<file path="src/rtl/imem_pkg.sv">
// +----------------------------------------------------------------------+
// | Module      : imem_pkg                                               |
// | Description : Shared types and default sizes for the instruction-    |
// |               memory arbiter (FSM state encoding, default widths).   |
// | Revision    : 1.0 - initial release                                  |
// +----------------------------------------------------------------------+
`default_nettype none

package imem_pkg;

  // Default linear address width (must be even: split into X/Y halves)
  localparam int unsigned IMEM_ADDR_BITS  = 8;
  // Default instruction word width
  localparam int unsigned IMEM_DATA_WIDTH = 32;

  // Transaction sequencer states
  typedef enum logic [1:0] {
    ST_IDLE = 2'd0,  // accepting grants
    ST_RD   = 2'd1,  // address presented to memory
    ST_CAP  = 2'd2,  // memory word available, capture it
    ST_WR   = 2'd3   // write-enable asserted for one cycle
  } state_e;

endpackage : imem_pkg

`default_nettype wire

</file>
<file path="src/rtl/imem_rr_arbiter.sv">
// +----------------------------------------------------------------------+
// | Module      : imem_rr_arbiter                                        |
// | Description : Two-way round-robin grant between the fetch and the    |
// |               loader requester. A sole requester always wins; on a   |
// |               tie the port that was not granted last wins.           |
// | Revision    : 1.0 - initial release                                  |
// +----------------------------------------------------------------------+
`default_nettype none

module imem_rr_arbiter (
  input  logic clk_i,
  input  logic rst_ni,
  input  logic en_i,          // grants allowed this cycle
  input  logic req_fetch_i,
  input  logic req_load_i,
  output logic gnt_fetch_o,
  output logic gnt_load_o
);

  // 1: loader was granted last, 0: fetch was granted last
  logic last_load_q;
  logic last_load_d;

  // Grant decision: sole requester wins, tie goes to the port not served last
  always_comb begin
    gnt_fetch_o = 1'b0;
    gnt_load_o  = 1'b0;
    if (en_i) begin
      if (req_fetch_i && req_load_i) begin
        gnt_fetch_o = last_load_q;
        gnt_load_o  = ~last_load_q;
      end else begin
        gnt_fetch_o = req_fetch_i;
        gnt_load_o  = req_load_i;
      end
    end
  end

  // Remember which port received the most recent grant
  always_comb begin
    last_load_d = last_load_q;
    if (gnt_fetch_o) begin
      last_load_d = 1'b0;
    end else if (gnt_load_o) begin
      last_load_d = 1'b1;
    end
  end

  // Last-grant flag; reset to "loader" so fetch wins the first tie
  always_ff @(posedge clk_i or negedge rst_ni) begin
    if (!rst_ni) begin
      last_load_q <= 1'b1;
    end else begin
      last_load_q <= last_load_d;
    end
  end

endmodule : imem_rr_arbiter

`default_nettype wire

</file>
<file path="src/rtl/imem_arbiter.sv">
// +----------------------------------------------------------------------+
// | Module      : imem_arbiter                                           |
// | Description : Shares one synchronous instruction memory between the  |
// |               instruction fetch (reads, latency 3) and the program   |
// |               loader (writes, latency 2). Linear addresses are split |
// |               into X (upper half) and Y (lower half) coordinates.    |
// |               Optional macro IMEM_ARB_WRITE_PROTECT_EN adds the      |
// |               wp_lock_i / load_err_o pair that suppresses writes.    |
// | Revision    : 1.0 - initial release                                  |
// +----------------------------------------------------------------------+
`default_nettype none

module imem_arbiter
  import imem_pkg::*;
#(
  parameter int unsigned ADDR_BITS  = IMEM_ADDR_BITS,  // must be even
  parameter int unsigned DATA_WIDTH = IMEM_DATA_WIDTH
) (
  input  logic                    clk_i,
  input  logic                    rst_ni,
  // Fetch (read) port
  input  logic                    fetch_req_i,
  input  logic [ADDR_BITS-1:0]    fetch_addr_i,
  output logic                    fetch_gnt_o,
  output logic                    fetch_valid_o,
  output logic [DATA_WIDTH-1:0]   fetch_data_o,
  // Loader (write) port
  input  logic                    load_req_i,
  input  logic [ADDR_BITS-1:0]    load_addr_i,
  input  logic [DATA_WIDTH-1:0]   load_data_i,
  output logic                    load_gnt_o,
  output logic                    load_done_o,
`ifdef IMEM_ARB_WRITE_PROTECT_EN
  input  logic                    wp_lock_i,
  output logic                    load_err_o,
`endif
  // Instruction memory drive
  output logic                    mem_write_enable_o,
  output logic [ADDR_BITS/2-1:0]  mem_x_addr_o,
  output logic [ADDR_BITS/2-1:0]  mem_y_addr_o,
  output logic [DATA_WIDTH-1:0]   mem_data_in_o,
  input  logic [DATA_WIDTH-1:0]   mem_data_out_i
);

  localparam int unsigned HALF = ADDR_BITS / 2;

  state_e                  state_q;
  logic                    fetch_valid_q;
  logic [DATA_WIDTH-1:0]   fetch_data_q;
  logic                    load_done_q;
  logic                    load_err_q;
  logic                    wp_hit_q;     // current load was blocked
  logic                    mem_we_q;
  logic [HALF-1:0]         mem_x_q;
  logic [HALF-1:0]         mem_y_q;
  logic [DATA_WIDTH-1:0]   mem_din_q;

  logic                    idle;
  logic                    fetch_gnt;
  logic                    load_gnt;
  logic                    wp_lock;

  assign idle = (state_q == ST_IDLE);

`ifdef IMEM_ARB_WRITE_PROTECT_EN
  assign wp_lock    = wp_lock_i;
  assign load_err_o = load_err_q;
`else
  assign wp_lock    = 1'b0;
`endif

  imem_rr_arbiter u_arb (
    .clk_i       (clk_i),
    .rst_ni      (rst_ni),
    .en_i        (idle),
    .req_fetch_i (fetch_req_i),
    .req_load_i  (load_req_i),
    .gnt_fetch_o (fetch_gnt),
    .gnt_load_o  (load_gnt)
  );

  // Transaction sequencer with registered memory drive and response pulses
  always_ff @(posedge clk_i or negedge rst_ni) begin
    if (!rst_ni) begin
      state_q       <= ST_IDLE;
      fetch_valid_q <= 1'b0;
      fetch_data_q  <= '0;
      load_done_q   <= 1'b0;
      load_err_q    <= 1'b0;
      wp_hit_q      <= 1'b0;
      mem_we_q      <= 1'b0;
      mem_x_q       <= '0;
      mem_y_q       <= '0;
      mem_din_q     <= '0;
    end else begin
      // Response strobes are single-cycle by default
      fetch_valid_q <= 1'b0;
      load_done_q   <= 1'b0;
      load_err_q    <= 1'b0;
      case (state_q)
        ST_IDLE: begin
          if (fetch_gnt) begin
            mem_x_q <= fetch_addr_i[ADDR_BITS-1:HALF];
            mem_y_q <= fetch_addr_i[HALF-1:0];
            state_q <= ST_RD;
          end else if (load_gnt) begin
            mem_x_q   <= load_addr_i[ADDR_BITS-1:HALF];
            mem_y_q   <= load_addr_i[HALF-1:0];
            mem_din_q <= load_data_i;
            // A locked load still walks through WR but never strobes the memory
            mem_we_q  <= ~wp_lock;
            wp_hit_q  <= wp_lock;
            state_q   <= ST_WR;
          end
        end
        ST_RD: begin
          // Memory samples X/Y on this edge; its word is ready next cycle
          state_q <= ST_CAP;
        end
        ST_CAP: begin
          fetch_data_q  <= mem_data_out_i;
          fetch_valid_q <= 1'b1;
          state_q       <= ST_IDLE;
        end
        ST_WR: begin
          mem_we_q    <= 1'b0;
          load_done_q <= ~wp_hit_q;
          load_err_q  <= wp_hit_q;
          state_q     <= ST_IDLE;
        end
        default: begin
          mem_we_q <= 1'b0;
          state_q  <= ST_IDLE;
        end
      endcase
    end
  end

  assign fetch_gnt_o        = fetch_gnt;
  assign load_gnt_o         = load_gnt;
  assign fetch_valid_o      = fetch_valid_q;
  assign fetch_data_o       = fetch_data_q;
  assign load_done_o        = load_done_q;
  assign mem_write_enable_o = mem_we_q;
  assign mem_x_addr_o       = mem_x_q;
  assign mem_y_addr_o       = mem_y_q;
  assign mem_data_in_o      = mem_din_q;

`ifndef IMEM_ARB_WRITE_PROTECT_EN
  // Error strobe has no output without write protection
  logic unused_err;
  assign unused_err = load_err_q;
`endif

endmodule : imem_arbiter

`default_nettype wire
</file>
<file path="config.mk">
export PLATFORM = sky130hd
export DESIGN_NAME = imem_arbiter
export DESIGN_NICKNAME = d
export VERILOG_FILES = /design/src/rtl/imem_pkg.sv /design/src/rtl/imem_rr_arbiter.sv /design/src/rtl/imem_arbiter.sv
export SDC_FILE = /design/constraint.sdc
export NUM_CORES = 1
export LEC_CHECK = 0
export CORE_ASPECT_RATIO = 0.5
export CORE_MARGIN = 5
export CORE_UTILIZATION = 40
export DETAILED_ROUTE_END_ITERATION = 10
export GPL_ROUTABILITY_DRIVEN = 1
export GPL_TIMING_DRIVEN = 0
export PLACE_DENSITY = 0.8
export SETUP_SLACK_MARGIN = 0.1
export SYNTH_ARGS = -nofsm -noshare
export SYNTH_HDL_FRONTEND = slang
export SYNTH_HIERARCHICAL = 1
export SYNTH_SLANG_ARGS = --single-unit
</file>
<file path="constraint.sdc">
create_clock -name clk_i -period 2.3 [get_ports clk_i]
set_input_delay 0.46 -clock clk_i [delete_from_list [all_inputs] [get_ports clk_i]]
set_output_delay 0.46 -clock clk_i [all_outputs]
set_load 0.03 [all_outputs]
</file>
==> impl_metrics.json <==
{
  "synth_area_leaders": "dfrtp_1, mux2_2, mux2_4",
  "totalWireLength_microns": 8505,
  "die_h_microns": 72.93,
  "vdd_drop_max_mv": 0.7816,
  "p_leak_nw": 2.240,
  "multi_input_area_sq_mm": 0.001092,
  "nNetsFinal": 442,
  "coreArea_sq_mm": 0.007515,
  "grt_overflow_total": 0,
  "synthFlopType": "dfrtp_1",
  "dr.pass1.iters": 2,
  "viasPerCell": 4.611,
  "finalHoldViolCount": 0,
  "area_growth_syn_to_layout_pct": 66.07,
  "syn_inst": 185,
  "rsz0062_at_grt": "false",
  "cts_made_buffers": 9,
  "synth_most_common_cell": "dfrtp_1",
  "path_max_fanout": 3,
  "tritoncts": "yes",
  "dieArea_sq_mm": 0.009908,
  "p_total_w": 0.008585,
  "arrival_ps": 1630,
  "yosysTopAreaCellShare_pct": 60.82,
  "synth_edf_count": 0,
  "synth_area_per_cell_sq_um": 17.12,
  "cts-root-buf": "clkbuf_16",
  "dpl_worst_slack_ps": -234.1,
  "start_kind": "input pin",
  "antennaDiodeCount": 0,
  "max_freq_mhz": 478.8,
  "groute.usage.overall_pct": 18.11,
  "drt_iter0_drc": 91,
  "setup_violations": 0,
  "vias": 2167,
  "grt_max_degree": 74,
  "place_hpwl_microns": 6403,
  "wl_per_cell_microns": 18.10,
  "endpoint_kind": "output port",
  "synthArstFlopShare_pct": 100.0,
  "cts_buffer_depth": 2,
  "grt_pass1_wl_microns": 13630,
  "skew_ps": 3.541,
  "required_ps": 1840,
  "cap_violations": 0,
  "ys_seq_area_share_pct": 61.65,
  "cts.sinks": 78,
  "clk_latency_ps": 330,
  "synth-seq-cells": 78,
  "die_w_microns": 135.9,
  "ios": 161,
  "yosys_warnings": 6,
  "slew_viol_final": 0,
  "antenna_found_initial": 0,
  "first_global_vias": 2571,
  "drive_above_1_share_pct": 30.94,
  "maxSlewHeadroom_pct": 76.34,
  "ant_nets": 0,
  "setup_tns_ps": 0,
  "htreeDepth": 3,
  "seqCellArea_sq_mm": 0.001953,
  "synth.distinct_cells": 20,
  "p_per_area_mw_per_mm2": 1632,
  "status": "finished clean",
  "remaining_drc_errors": 0,
  "critical_path_class": "input pin to output port",
  "fin_crit_sh_pct": 90.81,
  "hold_class": "register to register",
  "setup_slack_ps": 211.4,
  "synth_fp_nets": 269,
  "start_util_pct": 42.16,
  "clkSlewWorstSetupHoldPaths_ps": 60,
  "gp_congestion": 0.7124,
  "syn_area_sq_mm": 0.003168,
  "final_util_pct": 70.01,
  "timing.hold.ws_ps": 484.7,
  "fillers": 525,
  "rows": 22,
  "worst_pin_slew_ps": 353.8,
  "yosys.area.top_type": "dfrtp_1",
  "yosys-top-cells-count": "dfrtp_1, mux2_2, mux2_4",
  "post_cts_buffers": 0,
  "period_needed_ps": 2089,
  "place.port_buffers": 160
}
[layout make-up]
type	count	share of cell area, %
multi-input cells	94	20.76
flip-flops and latches	78	37.12
clock buffers	11	4.804
well taps	108	2.568
plain buffers	10	2.188
inverters	3	0.2140
clock inverters	4	1.332
repair buffers	162	31.01
[critical path, cell delays in order]
cell	delay, ps
clkdlybuf4s50_1	510
nand2_1	90
a21oi_2	160
clkdlybuf4s15_1	410
[per-stage QoR]
step	area [sq um]	cells
finish	5261	470
global route	5261	470
CTS	5264	470
detailed placement	4933	454
global placement	4908	453
floorplan	3172	185
[metal layers]
layer	share of wire [%]	global-route usage, %
met5	0	0
met4	2.1	7.374
met3	4.5	5.372
met2	57	35.08
met1	36	18.49
[path summary, 6_finish.rpt]
path / startpoint / endpoint / slack, ps / cells after the start
max reg2reg: state_q[1] / mem_data_in_o[25] / 330 / 9
max in group asynchronous: rst_ni / u_arb/last_load_q / 1240 / 3
min: mem_write_enable_o / mem_write_enable_o / 480 / 1
min in group asynchronous: rst_ni / mem_data_in_o[22] / 490 / 2
min reg2reg: mem_write_enable_o / mem_write_enable_o / 480 / 1
max: fetch_req_i / fetch_gnt_o / 210 / 4
[where the power goes]
group	leakage, nW	switching (W)	internal [W]
Sequential	0.923	0.000390	0.00209
Clock	0.161	0.000522	0.000999
Combinational	1.16	0.00229	0.00229
Total	2.24	0.00321	0.00538
[sequential cells by signal, summed over array words and instances, names as in the netlist]
name	cells
mem_x_addr_o	4
mem_write_enable_o	1
fetch_data_o	32
mem_y_addr_o	4
state_q	2
load_done_o	1
u_arb/last_load_q	1
mem_data_in_o	32
fetch_valid_o	1
[cells in the final DEF, fill, tap and decap left out, drive strengths merged]
cell type	instances
a21bo	1
a21o	1
a21oi	3
and3	1
buf	12
bufinv	2
clkbuf	12
clkdlybuf4s15	1
clkdlybuf4s50	157
clkinv	2
dfrtp	77
dfstp	1
dlygate4sd3	1
inv	3
mux2	80
nand2	3
nor2	2
nor2b	1
o21a	1
o21ai	1
[cells by family (layout without fill, tap and decap cells)]
group,after synthesis,in the layout,synth area share (%)
compound gates,7,7,1.422
buf+inv,13,190,3.989
flops,78,78,61.65
mux,80,80,31.87
simple gates,7,7,1.067
[repair_timing]
item | 4_1_cts | 5_1_grt
hold endpoints to repair | 5 | 0
hold buffers | 1 | 0
endpoints found under the setup margin | 2 | 2
pin swaps | 0 | 0
gates resized for setup | 2 | 3
(Power assumes the default switching activity.)
